## src/rtl/mips_pipe_pkg.sv

```systemverilog
// Shared types and constants for the MIPS pipeline front end.
package mips_pipe_pkg;

  localparam logic [31:0] NOP_INSTR = 32'h0000_0000;  // sll $0,$0,0
  localparam logic [31:0] RESET_PC  = 32'h0000_0000;

  // Fetch sequencer states.
  typedef enum logic [1:0] {
    REQ   = 2'd0,  // request outstanding at PC
    HOLD  = 2'd1,  // word parked while IF/ID is stalled, no request
    DRAIN = 2'd2   // redirected; waiting out a stale response
  } fetch_state_t;

  // Contents of a pipeline register between IF and ID.
  typedef struct packed {
    logic [31:0] instr;
    logic [31:0] pc4;
    logic        valid;
  } ifid_t;

  // Bubble value: no instruction, PC+4 cleared.
  function automatic ifid_t make_bubble(input logic [31:0] nop_word);
    ifid_t b;
    b.instr = nop_word;
    b.pc4   = 32'd0;
    b.valid = 1'b0;
    return b;
  endfunction

endpackage

```

## src/rtl/ifid_pipe_reg.sv

```systemverilog
// Pipeline register with flush > stall > load priority and async reset
// to the bubble value.
module ifid_pipe_reg
  import mips_pipe_pkg::*;
#(
  parameter logic [31:0] BUBBLE_INSTR = NOP_INSTR
) (
  input  logic  CLOCK,
  input  logic  RESET,
  input  logic  FLUSH,
  input  logic  STALL,
  input  ifid_t LOAD_DATA,
  output ifid_t REG_DATA
);

  // Flush wins over stall, stall wins over load.
  always_ff @(posedge CLOCK or negedge RESET) begin
    if (!RESET) begin
      REG_DATA <= make_bubble(BUBBLE_INSTR);
    end else if (FLUSH) begin
      REG_DATA <= make_bubble(BUBBLE_INSTR);
    end else if (!STALL) begin
      REG_DATA <= LOAD_DATA;
    end
  end

endmodule

```

## src/rtl/ifid_fetch_stage.sv

```systemverilog
// Instruction fetch stage: PC, instruction-memory handshake, holding
// buffer for stalled returns, redirect handling and the IF/ID register.
//
// IMEM handshake: a word transfers on every rising edge where IMEM_REQ and
// IMEM_READY are both high. READY may already be high in the first cycle
// of a request. While IMEM_REQ is high and READY is low, IMEM_ADDR is held.
module ifid_fetch_stage #(
  parameter logic [31:0] RESET_PC  = mips_pipe_pkg::RESET_PC,
  parameter logic [31:0] NOP_INSTR = mips_pipe_pkg::NOP_INSTR
) (
  input  logic                       CLOCK,
  input  logic                       RESET,
  input  logic                       STALL_IFID,
  input  logic                       FLUSH_IFID,
  input  logic                       BRANCH_TAKEN,
  input  logic [31:0]                BRANCH_TARGET,
  output logic                       IMEM_REQ,
  output logic [31:0]                IMEM_ADDR,
  input  logic                       IMEM_READY,
  input  logic [31:0]                IMEM_RDATA,
  output logic [31:0]                INSTR_IFID,
  output logic [31:0]                PC4_IFID,
  output logic                       VALID_IFID,
  output logic [5:0]                 Opcode_IFID,
  output logic [5:0]                 Funcode_IFID,
  output logic                       FETCH_BUSY,
  output mips_pipe_pkg::fetch_state_t FETCH_STATE
);

  import mips_pipe_pkg::fetch_state_t;
  import mips_pipe_pkg::ifid_t;
  import mips_pipe_pkg::make_bubble;
  import mips_pipe_pkg::REQ;
  import mips_pipe_pkg::HOLD;
  import mips_pipe_pkg::DRAIN;

  fetch_state_t state;
  logic [31:0]  pc;
  logic [31:0]  drain_addr;
  logic [31:0]  hold_word;
  logic         hold_valid;
  logic [31:0]  pc_plus4;
  logic [31:0]  target_pc;
  logic [31:0]  reset_pc_aligned;
  ifid_t        ifid_d;
  ifid_t        ifid_q;

  assign pc_plus4         = pc + 32'd4;
  assign target_pc        = BRANCH_TARGET & ~32'h3;
  assign reset_pc_aligned = RESET_PC & ~32'h3;

  // Request drops with reset asynchronously; no request while parked.
  assign IMEM_REQ    = RESET & (state != HOLD);
  assign IMEM_ADDR   = (state == DRAIN) ? drain_addr : pc;
  assign FETCH_BUSY  = IMEM_REQ & ~IMEM_READY;
  assign FETCH_STATE = state;

  // Candidate IF/ID contents; a redirect or a missing word gives a bubble.
  always_comb begin
    ifid_d = make_bubble(NOP_INSTR);
    if (!BRANCH_TAKEN) begin
      case (state)
        REQ: begin
          if (IMEM_READY) begin
            ifid_d.instr = IMEM_RDATA;
            ifid_d.pc4   = pc_plus4;
            ifid_d.valid = 1'b1;
          end
        end
        HOLD: begin
          ifid_d.instr = hold_word;
          ifid_d.pc4   = pc_plus4;
          ifid_d.valid = hold_valid;
        end
        default: ifid_d = make_bubble(NOP_INSTR);
      endcase
    end
  end

  // Fetch sequencer: PC, holding buffer and redirect draining.
  always_ff @(posedge CLOCK or negedge RESET) begin
    if (!RESET) begin
      state      <= REQ;
      pc         <= reset_pc_aligned;
      drain_addr <= reset_pc_aligned;
      hold_word  <= NOP_INSTR;
      hold_valid <= 1'b0;
    end else if (BRANCH_TAKEN) begin
      // Redirect moves the PC even while IF/ID is stalled.
      pc         <= target_pc;
      hold_valid <= 1'b0;
      case (state)
        REQ: begin
          drain_addr <= pc;
          state      <= IMEM_READY ? REQ : DRAIN;
        end
        HOLD:    state <= REQ;
        DRAIN:   state <= DRAIN;
        default: state <= REQ;
      endcase
    end else begin
      case (state)
        REQ: begin
          if (IMEM_READY) begin
            if (STALL_IFID) begin
              hold_word  <= IMEM_RDATA;
              hold_valid <= 1'b1;
              state      <= HOLD;
            end else begin
              pc <= pc_plus4;
            end
          end
        end
        HOLD: begin
          if (!STALL_IFID) begin
            pc         <= pc_plus4;
            hold_valid <= 1'b0;
            state      <= REQ;
          end
        end
        DRAIN: begin
          if (IMEM_READY) state <= REQ;
        end
        default: state <= REQ;
      endcase
    end
  end

  ifid_pipe_reg #(
    .BUBBLE_INSTR (NOP_INSTR)
  ) u_ifid_reg (
    .CLOCK     (CLOCK),
    .RESET     (RESET),
    .FLUSH     (FLUSH_IFID),
    .STALL     (STALL_IFID),
    .LOAD_DATA (ifid_d),
    .REG_DATA  (ifid_q)
  );

  assign INSTR_IFID   = ifid_q.instr;
  assign PC4_IFID     = ifid_q.pc4;
  assign VALID_IFID   = ifid_q.valid;
  assign Opcode_IFID  = ifid_q.instr[31:26];
  assign Funcode_IFID = ifid_q.instr[5:0];

endmodule

```

## config.mk

```make
export PLATFORM = sky130hd
export DESIGN_NAME = ifid_fetch_stage
export DESIGN_NICKNAME = d
export VERILOG_FILES = /design/src/rtl/mips_pipe_pkg.sv /design/src/rtl/ifid_pipe_reg.sv /design/src/rtl/ifid_fetch_stage.sv
export SDC_FILE = /design/constraint.sdc
export NUM_CORES = 1
export LEC_CHECK = 0
export CAP_MARGIN = 15
export CORE_ASPECT_RATIO = 1.4
export CORE_MARGIN = 5
export CORE_UTILIZATION = 25
export CTS_CLUSTER_SIZE = 24
export DETAILED_ROUTE_END_ITERATION = 8
export PLACE_DENSITY = 0.42
export SLEW_MARGIN = 30
export SYNTH_ARGS = -nofsm -noshare
export SYNTH_HDL_FRONTEND = slang
export SYNTH_HIERARCHICAL = 1
export SYNTH_SLANG_ARGS = --single-unit
export TNS_END_PERCENT = 1
```

## constraint.sdc

```tcl
create_clock -name CLOCK -period 2.8 [get_ports CLOCK]
set_input_delay 0.56 -clock CLOCK [delete_from_list [all_inputs] [get_ports CLOCK]]
set_output_delay 0.56 -clock CLOCK [all_outputs]
set_load 0.01 [all_outputs]
```

==> results.txt, run 1 <==
----------------------------------------------------
[Floorplan]
  Die Span Y ... 226 um
  Starting density of the core ... approximately a quarter
  Area of the core region ... 33200 um^2
  I/O pin total ... 183
  Die Width ... approximately 160 um
  Site Rows ... 79
  Die area ... 37300 um^2

[Synth]
  Most area-consuming cells after synthesis ... dfrtp_1 48%, mux2_2 12%, mux2i_1 8.0%, nor2_1 6.1%, xor2_1 4.3%
  Average footprint of a synthesized cell ... around 11 um^2
  Synth top area share ... 47.8%
  Post-synthesis cell type with the largest combined area ... dfrtp_1
  Area of the mapped netlist ... approximately 8400 um^2
  Count of cell types in the netlist ... 36
  Register area share after synthesis ... between 40% and 50%
  Post-Syn Instances ... slightly below 800
  Synth warnings ... 6
  Number of flip-flops and latches in the synthesized netlist ... 160

[Placed design]
  Placed cell count ... 1365
  Setup WS pre-CTS ... about 0.28 ns
  Placed cell areas ... 10500 um^2
  Final weighted congestion in routability-driven placement ... 0.720
  Estimated wirelength of the detail-placed design ... between 15000 and 20000 um
  Buffers on Ports ... 178

[CTS]
  Clock input transition at the sequential cells of the worst setup and hold paths ... 0.06 ns
  Clock latency on the worst-skew pair ... 0.45 ns
  Post-CTS setup repair buffer count ... 0
  Sink count of the clock tree ... 160
  CTS buffer count ... 17
  Worst-case clock buffer depth ... 2
  Number of H-tree levels ... 4
  Clock root cell ... clkbuf_16
  TritonCTS clock tree ... built

[Timing]
  Clock tree skew after final layout ... 0.0128 ns
  Final-report max-slew violation count ... 0
  Tightest Pin Transition ... 0.615 ns
  Max_slew headroom ... 58.7%
  Fmax ... 373 MHz
  Final Hold Vio Count ... 0
  Unrepaired setup endpoints after global routing ... false
  Setup slack of the critical path after layout ... 0.117 ns
  Period minus WS final ... about 2.7 ns
  Final period utilization ... between 90 and 100%
  Final setup violation count ... 0
  Total negative slack ... 0 ns

[Setup path]
  Worst Path Required ... 2.24 ns
  Worst Path Arrival ... 2.12 ns
  Type of the setup path with the least slack ... flop to output port
  Nature of the critical path startpoint ... flop
  CP max FO ... 35
  Capturing element type of the critical path ... output port

[Layout]
  Final instance area ... 11100 um^2
  Fraction of final layout cells with drive strength greater than 1 ... 16.7%
  Area of the multi-input gates ... approximately 3900 um^2
  Area growth from synthesis to layout ... 32.5%
  Count of non-filler cells in the finished layout ... 1399
  Post-layout net count ... 1012
  Layout filler cell count ... ~3400
  Flip-flop and latch area ... 4000 um^2
  Ant. Diodes ... 0

[Global routing]
  Initial antenna violation count ... 1
  Pin count of the biggest net entering global routing ... 159
  Final global-route overflow total ... 0
  Number of global-route vias before repair ... between 6000 and 7000
  Overall track demand over capacity in global routing ... 13.9%
  First-pass GRT wire length ... 39400 um

[Route]
  Iter 0 DRT Violations ... 370
  Via density per instance ... 4.40
  Per-cell routed wire length ... 18.0 um
  Post-route antenna net violation count ... 0
  Total vias in the final route ... 6156
  Drc violations ... 0
  Aggregate routed wire length ... 25200 um
  First-pass iteration count of the detailed router ... 4

[Pwr]
  Switching share of power ... 28.0%
  Largest voltage drop on the vdd net ... 0.318 mV
  Power density over the cells ... 594 nW/um^2
  Share of total power in the clock network ... 36.6%
  Leakage power ... 4.58 nW
  Cell-internal power ... 4.74 mW
  Logic pwr share ... around a fifth
  Total power after layout ... 6.59 mW
  Sequential power share ... 43.0%
  Switching power total ... 1.85 mW

[Flow run]
  MaxCap Viol Count ... 0

[Worst hold path]
  Tightest Hold Check Type ... input port to async pin

[Outcome]
  Outcome ... completed

----------------------------------------------------
==> placed cells by master (no fill, tap or decap), types with 16 or more instances in the layout <==
cell type,netlist,routed
a22oi_1,32,32
buf_4,21,18
clkbuf_16,0,17
clkdlybuf4s50_1,0,174
dfrtp_1,160,160
mux2_2,87,87
mux2i_1,67,67
nand2_1,53,53
nand3_1,26,26
nand4_1,20,20
nor2_1,135,135
o21ai_0,26,26
xnor2_1,16,16
xor2_1,41,41
==> logic make-up after synthesis <==
group	count (synthesis)	share of synthesized area [%]
buffers and inverters	86	6.25
AND/OR/NAND/NOR	268	14.9
AO/OA/AOI/OAI	68	5.02
multiplexers	155	19.9
other	1	0.0448
XOR/XNOR	57	5.96
flip-flops	160	47.8
adder cells (fa/ha/maj)	1	0.149
==> metrics by stage <==
stage | util [%] | hold WS [ns]
2_1_floorplan | - | 0.264
3_3_place_gp | 31.5 | 0.355
3_5_place_dp | 31.5 | 0.355
4_1_cts | 33.3 | 0.450
5_1_grt | 33.4 | 0.468
6_report | 33.4 | 0.482
==> registers in the layout, summed over array words and instances (netlist names) <==
register             count
FETCH_STATE              2
drain_addr              30
hold_valid               1
hold_word               32
pc                      30
u_ifid_reg/REG_DATA     65
==> layout make-up <==
class	count	share of cell area, %
Clock inverter	11	1.20
Multi-Input combinational cell	553	34.9
Timing Repair Buffer	202	18.4
Inverter	7	0.237
Clock buffer	21	4.15
Tap cell	445	5.02
Sequential cell	160	36.1
==> synthesized netlist by cell type, drive strengths merged <==
master and number:
dfrtp 160, nor2 140, mux2 88, mux2i 67, buf 53, nand2 53, xor2 41, o21ai 34
a22oi 32, clkbuf 26, nand3 26, nand4 21, xnor2 16, inv 7, and2 5, nor2b 5
nor3 5, and3 4, nor4 4, a21oi 2, nand2b 2, or2 2, conb 1, ha 1
nor3b 1
==> metal layers <==
layer	vias to the layer above	share of wire (%)	global-route usage (%)
met3	21	4.8	3.78
li1	2972	-	-
met1	3032	42	17.0
met4	2	1.3	4.13
met5	-	0.028	0
met2	129	51	23.9
==> worst max-delay path, stage by stage (launching register included) <==
cell and delay, ns:
dfrtp_1 0.41, nor2b_4 0.13, buf_12 0.25, mux2_2 0.39, clkdlybuf4s50_1 0.48
==> worst paths after layout <==
| check | start | end | slack (ns) | cells past startpoint |
|---|---|---|---|---|
| hold reg to reg | hold_word[20]$_DFFE_PN0P_ | hold_word[20]$_DFFE_PN0P_ | 0.49 | 1 |
| setup reg to reg | pc[2]$_DFFE_PN0P_ | u_ifid_reg/REG_DATA[31]$_DFFE_PN0P_ | 0.66 | 9 |
| setup / recovery | FETCH_STATE[0]$_DFFE_PN0P_ | IMEM_ADDR[16] | 0.12 | 4 |
| max in group asynchronous | RESET | u_ifid_reg/REG_DATA[27]$_DFFE_PN0P_ | 1.17 | 4 |
| hold / removal | RESET | u_ifid_reg/REG_DATA[1]$_DFFE_PN0P_ | 0.48 | 2 |
| min in group CLOCK | hold_word[20]$_DFFE_PN0P_ | hold_word[20]$_DFFE_PN0P_ | 0.49 | 1 |
==> power by group through the flow <==
stage / registers [mW] / clock network (mW) / logic [mW]
5_1_grt: 2.88 / 2.59 / 1.49
6_report: 2.84 / 2.41 / 1.34
4_1_cts: 2.84 / 2.50 / 1.38
3_3_place_gp: 2.87 / 0 / 1.36
3_5_place_dp: 2.88 / 0 / 1.37
2_1_floorplan: 2.81 / 0 / 0.815
==> repair_timing <==
item / 4_1_cts / 5_1_grt
hold endpoints to repair: 2 / 0
resized for setup: 0 / 1
hold buffers: 1 / 0
setup endpoints to repair: 0 / 1
No activity file was read; power rests on OpenSTA's default activity.
==> inputs of run 2 (changes only) <==
- CTS_BUF_LIST: unset -> sky130_fd_sc_hd__clkbuf_16
- CTS_CLUSTER_DIAMETER: unset -> 200
- HOLD_SLACK_MARGIN: unset -> 0.1
==> results.txt, run 2 (synthesis results as in run 1) <==
----------------------------------------------------
[Pwr]
  Share of total power in the clock network ... 36.0% (-0.6 points)
  Total power after layout ... 6.53 mW (-0.97%)
  Switching share of power ... 28.3% (+0.25 points)
  Leakage power ... 4.57 nW (about the same)
  Power density over the cells ... 589 nW/um^2 (-0.79%)
  Switching power total ... 1.85 mW (about the same)
  Logic pwr share ... 20.6% (+0.2 points)
  Largest voltage drop on the vdd net ... 0.318 mV (about the same)
  Cell-internal power ... 4.68 mW (-1.3%)
  Sequential power share ... 43.5% (+0.5 points)

[Layout]
  Area growth from synthesis to layout ... 32.3%
  Number of flip-flops under the largest register name ... 65 (unchanged)
  Leading cell type in the layout, fill and taps excluded ... clkdlybuf4s50_1
  Count of non-filler cells in the finished layout ... 1399 (unchanged)
  Regs by FF count ... u_ifid_reg/REG_DATA x65, hold_word x32
  Final instance area ... 11100 um^2 (-0.18%)
  Largest register by flop count ... u_ifid_reg/REG_DATA
  Fraction of final layout cells with drive strength greater than 1 ... 16.5% (-0.21 points)
  Post-layout net count ... 1012 (unchanged)
  Layout filler cell count ... 3444 (+0.15%)
  Most frequent cells in the layout ... 174 x clkdlybuf4s50_1, 160 x dfrtp_1, 135 x nor2_1
  Ant. Diodes ... 0 (unchanged)
  Final standard cell utilization of the core ... 33.3% (-0.060 points)

[Setup path]
  Worst r2r dst ... u_ifid_reg/REG_DATA[31]$_DFFE_PN0P_
  Type of the setup path with the least slack ... flop to output port
  Worst reg2reg startpoint ... pc[2]$_DFFE_PN0P_
  Worst Path Arrival ... 2.12 ns (about the same)
  Nature of the critical path startpoint ... flop
  CP Capture Point ... IMEM_ADDR[16]
  Capturing element type of the critical path ... output port
  CP max FO ... 35 (unchanged)
  Worst Path Required ... 2.24 ns (about the same)
  Worst setup path startpoint ... FETCH_STATE[0]$_DFFE_PN0P_
  Path depth of the worst reg2reg path ... 9 (unchanged)
  Worst R2R Setup Slack ... 0.65 ns (about the same)

[Route]
  First-pass iteration count of the detailed router ... 4 (unchanged)
  Drc violations ... 0 (unchanged)
  Aggregate routed wire length ... 25100 um (-0.18%)
  Via density per instance ... 4.39 (-0.26%)
  Iter 0 DRT Violations ... 369 (-0.27%)
  Per-cell routed wire length ... 18.0 um (-0.18%)
  Post-route antenna net violation count ... 0 (unchanged)
  Total vias in the final route ... 6140 (-0.26%)

[Timing]
  Period minus WS final ... 2.68 ns (-0.00148 ns)
  Final Hold Vio Count ... 0 (unchanged)
  Fmax ... 373 MHz (about the same)
  Tightest Pin Transition ... 0.615 ns (-0.000332 ns)
  Final period utilization ... 95.8% (about the same)
  Unrepaired setup endpoints after global routing ... false
  Total negative slack ... 0 ns (unchanged)
  Final-report max-slew violation count ... 0 (unchanged)
  Final setup violation count ... 0 (unchanged)
  Max_slew headroom ... 58.7% (about the same)
  Clock tree skew after final layout ... 0.0134 ns (+0.000583 ns)

[CTS]
  TritonCTS clock tree ... built
  Sink count of the clock tree ... 160 (unchanged)
  CTS buffer count ... 17 (unchanged)
  Clock root cell ... clkbuf_16
  Worst-case clock buffer depth ... 2 (unchanged)
  Clock input transition at the sequential cells of the worst setup and hold paths ... 0.06 ns (about the same)
  Clock latency on the worst-skew pair ... 0.45 ns (about the same)
  Number of H-tree levels ... 4 (unchanged)
  Post-CTS setup repair buffer count ... 0 (unchanged)

[Floorplan]
  Die Width ... 165 um (unchanged)
  Area of the core region ... 33200 um^2 (unchanged)
  Die Span Y ... 226 um (unchanged)
  Site Rows ... 79 (unchanged)
  I/O pin total ... 183 (unchanged)
  Starting density of the core ... 25.2% (unchanged)
  Die area ... 37300 um^2 (unchanged)

[Global routing]
  Final global-route overflow total ... 0 (unchanged)
  Pin count of the biggest net entering global routing ... 159 (unchanged)
  Number of global-route vias before repair ... 6475 (-0.093%)
  First-pass GRT wire length ... 39400 um (about the same)
  Initial antenna violation count ... 1 (unchanged)
  Overall track demand over capacity in global routing ... 13.9% (about the same)

[Placed design]
  Estimated wirelength of the detail-placed design ... 16500 um (unchanged)
  Placed cell areas ... 10500 um^2 (unchanged)
  Buffers on Ports ... 178 (unchanged)
  Placed cell count ... 1365 (unchanged)
  Final weighted congestion in routability-driven placement ... 0.720 (unchanged)

[Worst hold path]
  Tightest Hold Check Type ... input port to async pin

[Outcome]
  Outcome ... completed

[Flow run]
  MaxCap Viol Count ... 0 (unchanged)

----------------------------------------------------
==> run 2: stage by stage <==
| stage | setup slack, ns | hold slack (ns) |
|---|---|---|
| detailed placement | 0.278 | 0.355 |
| finish | 0.118 | 0.482 |
| global route | 0.0117 | 0.468 |
| floorplan | 0.752 | 0.264 |
| CTS | 0.0160 | 0.450 |
| global placement | 0.273 | 0.355 |
==> run 2: final cells by class <==
class	count	area, um^2	share of cell area [%]
sequential	160	4000	36.2
multi-input combinational	553	3880	35.0
clock buffer	17	425	3.84
inverter	7	26.3	0.237
tap	445	557	5.03
timing repair buffer	202	2040	18.4
clock inverter	15	148	1.33
==> run 2: worst min path at each step <==
stage / start / end / slack (ns) / cells past startpoint
after global routing: RESET / u_ifid_reg/REG_DATA[1]$_DFFE_PN0P_ / 0.47 / 2
final: RESET / u_ifid_reg/REG_DATA[2]$_DFFE_PN0P_ / 0.48 / 2
after global placement: RESET / u_ifid_reg/REG_DATA[1]$_DFFE_PN0P_ / 0.35 / 1
after floorplan: RESET / FETCH_STATE[0]$_DFFE_PN0P_ / 0.26 / 0
after detailed placement: RESET / u_ifid_reg/REG_DATA[1]$_DFFE_PN0P_ / 0.36 / 1
after CTS: RESET / u_ifid_reg/REG_DATA[1]$_DFFE_PN0P_ / 0.45 / 2
==> run 2: timing repair <==
item / in CTS / in global routing
endpoints found under the hold margin: 2 / 0
gates resized for setup: 0 / 1
hold buffers: 1 / 0
setup endpoints to repair: 0 / 1
==> run 2: critical path: stages (launching register included) <==
cell             delay [ns]
dfrtp_1                0.41
nor2b_4                0.13
buf_12                 0.25
mux2_2                 0.39
clkdlybuf4s50_1        0.48
==> run 2: power by group through the flow <==
stage               Combinational (mW)  Sequential (mW)  Clock (mW)
floorplan                        0.815             2.81           0
global placement                  1.36             2.87           0
detailed placement                1.37             2.88           0
CTS                               1.38             2.84        2.44
global route                      1.49             2.88        2.53
finish                            1.34             2.84        2.35
==> run 2: per-layer routing <==
layer,vias up,share of wire [%],global-route usage (%)
met2,121,51,23.9
met4,2,1.3,4.13
met3,19,4.8,3.78
met5,-,0.028,0
met1,3024,43,17.0
li1,2974,-,-
==> inputs of run 3 (changes only) <==
- CORE_ASPECT_RATIO: 1.4 -> 1.75
==> results.txt, run 3 (synthesis results as in run 1) <==
----------------------------------------------------
[CTS]
  Post-CTS setup repair buffer count ... 0 (unchanged)
  Sink count of the clock tree ... 160 (unchanged)
  CTS buffer count ... 17 (unchanged)
  TritonCTS clock tree ... built
  Clock root cell ... clkbuf_16
  Number of H-tree levels ... 4 (unchanged)
  Clock latency on the worst-skew pair ... 0.45 ns (about the same)
  Clock input transition at the sequential cells of the worst setup and hold paths ... 0.07 ns (about the same)
  Worst-case clock buffer depth ... 2 (unchanged)

[Setup path]
  Worst R2R Setup Slack ... 0.63 ns (-0.02 ns)
  CP max FO ... 35 (unchanged)
  Capturing element type of the critical path ... output port
  Type of the setup path with the least slack ... flop to output port
  Worst Path Arrival ... 2.14 ns (+0.02 ns)
  CP top delay family ... buffers and inverters
  Number of buffer and inverter stages on the critical path ... 2 (unchanged)
  Worst reg2reg startpoint ... pc[2]$_DFFE_PN0P_
  Path depth of the worst reg2reg path ... 9 (unchanged)
  Max stage delay cell, worst path ... clkdlybuf4s50_1
  Nature of the critical path startpoint ... flop
  Slowest cell delay on critical path ... 0.53 ns (+0.05 ns)
  Series of cell instances along the critical path ... nor2b_4 > buf_12 > mux2_2 > clkdlybuf4s50_1
  Worst r2r dst ... u_ifid_reg/REG_DATA[19]$_DFFE_PN0P_
  Worst Path Required ... 2.24 ns (about the same)

[Worst hold path]
  Tightest Hold Check Type ... input port to flop
  Startpoint of the tightest hold check path ... BRANCH_TAKEN
  Worst hold stages ... 2
  Worst hold endpoint ... hold_valid$_DFFE_PN0P_

[Route]
  First-pass iteration count of the detailed router ... 4 (unchanged)
  Aggregate routed wire length ... 26500 um (+5.3%)
  Post-route antenna net violation count ... 0 (unchanged)
  Total vias in the final route ... 6115 (-0.41%)
  Iter 0 DRT Violations ... 226 (-39%)
  Per-cell routed wire length ... 19.4 um (+8.2%)
  Drc violations ... 0 (unchanged)
  Via density per instance ... 4.49 (+2.4%)

[Layout]
  Number of flip-flops under the largest register name ... 65 (unchanged)
  Post-layout net count ... 1014 (+0.20%)
  Largest register by flop count ... u_ifid_reg/REG_DATA
  Fraction of final layout cells with drive strength greater than 1 ... 16.6% (+0.17 points)
  Regs by FF count ... u_ifid_reg/REG_DATA x65, hold_word x32
  Final standard cell utilization of the core ... 33.4% (+0.095 points)
  Layout filler cell count ... 3452 (+0.23%)
  Final instance area ... 11000 um^2 (-0.26%)
  Ant. Diodes ... 0 (unchanged)
  Leading cell type in the layout, fill and taps excluded ... clkdlybuf4s50_1
  Area growth from synthesis to layout ... 31.9%
  Most frequent cells in the layout ... 174 x clkdlybuf4s50_1, 160 x dfrtp_1, 135 x nor2_1

[Flow run]
  MaxCap Viol Count ... 0 (unchanged)

[Timing]
  Clock tree skew after final layout ... 0.0106 ns (-0.00281 ns)
  Period minus WS final ... 2.70 ns (+0.0189 ns)
  Unrepaired setup endpoints after global routing ... false
  Setup slack of the critical path after layout ... 0.0994 ns (-0.0189 ns)
  Final-report max-slew violation count ... 0 (unchanged)
  Total negative slack ... 0 ns (unchanged)
  Final setup violation count ... 0 (unchanged)
  Final Hold Vio Count ... 0 (unchanged)
  Tightest Pin Transition ... 0.804 ns (+0.189 ns)
  Final period utilization ... 96.4% (+0.67 points)
  Fmax ... 370 MHz (-0.70%)
  Max_slew headroom ... 46.4% (-12 points)

[Outcome]
  Outcome ... completed

[Pwr]
  Largest voltage drop on the vdd net ... 0.441 mV (+39%)
  Power density over the cells ... 601 nW/um^2 (+1.9%)
  Leakage power ... 4.60 nW (+0.46%)

[Placed design]
  Buffers on Ports ... 178 (unchanged)
  Setup WS pre-CTS ... 0.293 ns (+0.0152 ns)
  Estimated wirelength of the detail-placed design ... 18300 um (+11%)
  Placed cell areas ... 10400 um^2 (-0.22%)
  Final weighted congestion in routability-driven placement ... 0.742 (+2.9%)

[Global routing]
  Final global-route overflow total ... 0 (unchanged)
  First-pass GRT wire length ... 41500 um (+5.3%)
  Pin count of the biggest net entering global routing ... 92 (-42%)
  Initial antenna violation count ... 0 (-1)
  Number of global-route vias before repair ... 6727 (+3.9%)
  Overall track demand over capacity in global routing ... 14.7% (+0.76 points)

[Floorplan]
  Area of the core region ... 33000 um^2 (-0.54%)
  I/O pin total ... 183 (unchanged)
  Starting density of the core ... 25.3% (+0.14 points)
  Site Rows ... 88 (+11%)
  Die Span Y ... 252 um (+11%)
  Die Width ... 148 um (-9.9%)
  Die area ... 37400 um^2 (+0.25%)

----------------------------------------------------
run 3: worst max path at each step:
stage	startpoint	endpoint	slack (ns)	cells after the start
2_1_floorplan	FETCH_STATE[1]$_DFFE_PN0P_	IMEM_ADDR[10]	0.75	5
3_3_place_gp	IMEM_READY	pc[15]$_DFFE_PN0P_	0.27	7
3_5_place_dp	IMEM_READY	pc[27]$_DFFE_PN0P_	0.29	7
4_1_cts	FETCH_STATE[0]$_DFFE_PN0P_	IMEM_ADDR[9]	0.02	4
5_1_grt	FETCH_STATE[0]$_DFFE_PN0P_	IMEM_ADDR[9]	0.01	4
6_report	FETCH_STATE[0]$_DFFE_PN0P_	IMEM_ADDR[8]	0.1	4
run 3: power breakdown:
group	switching [mW]	internal, mW
clock network	1.05	1.40
logic	0.606	0.746
registers	0.210	2.63
total	1.86	4.77
run 3: routing by layer:
metal	wire (um)	vias up	GRT usage, %
met3	797	16	2.53
met4	397	0	4.65
li1	-	2970	-
met5	0	-	0
met1	10300	3003	16.0
met2	15000	126	28.3
run 3: final cells by class:
class | count | area [um^2] | share of cell area, %
Clock inverter | 15 | 169 | 1.53
Sequential cell | 160 | 4000 | 36.3
Timing Repair Buffer | 204 | 2030 | 18.4
Multi-Input combinational cell | 553 | 3880 | 35.1
Inverter | 7 | 26.3 | 0.238
Clock buffer | 17 | 425 | 3.85
Tap cell | 405 | 507 | 4.59
run 3: metrics by stage:
stage,cells,hold WS (ns),power [mW]
floorplan,799,0.264,3.62
global placement,1328,0.469,4.25
detailed placement,1328,0.476,4.27
CTS,1361,0.378,6.78
global route,1361,0.381,6.98
finish,1361,0.409,6.63
run 3: what timing repair did:
action,4_1_cts,5_1_grt
hold endpoints to repair,10,0
endpoints found under the setup margin,0,1
resized for setup,0,1
hold buffers,1,0
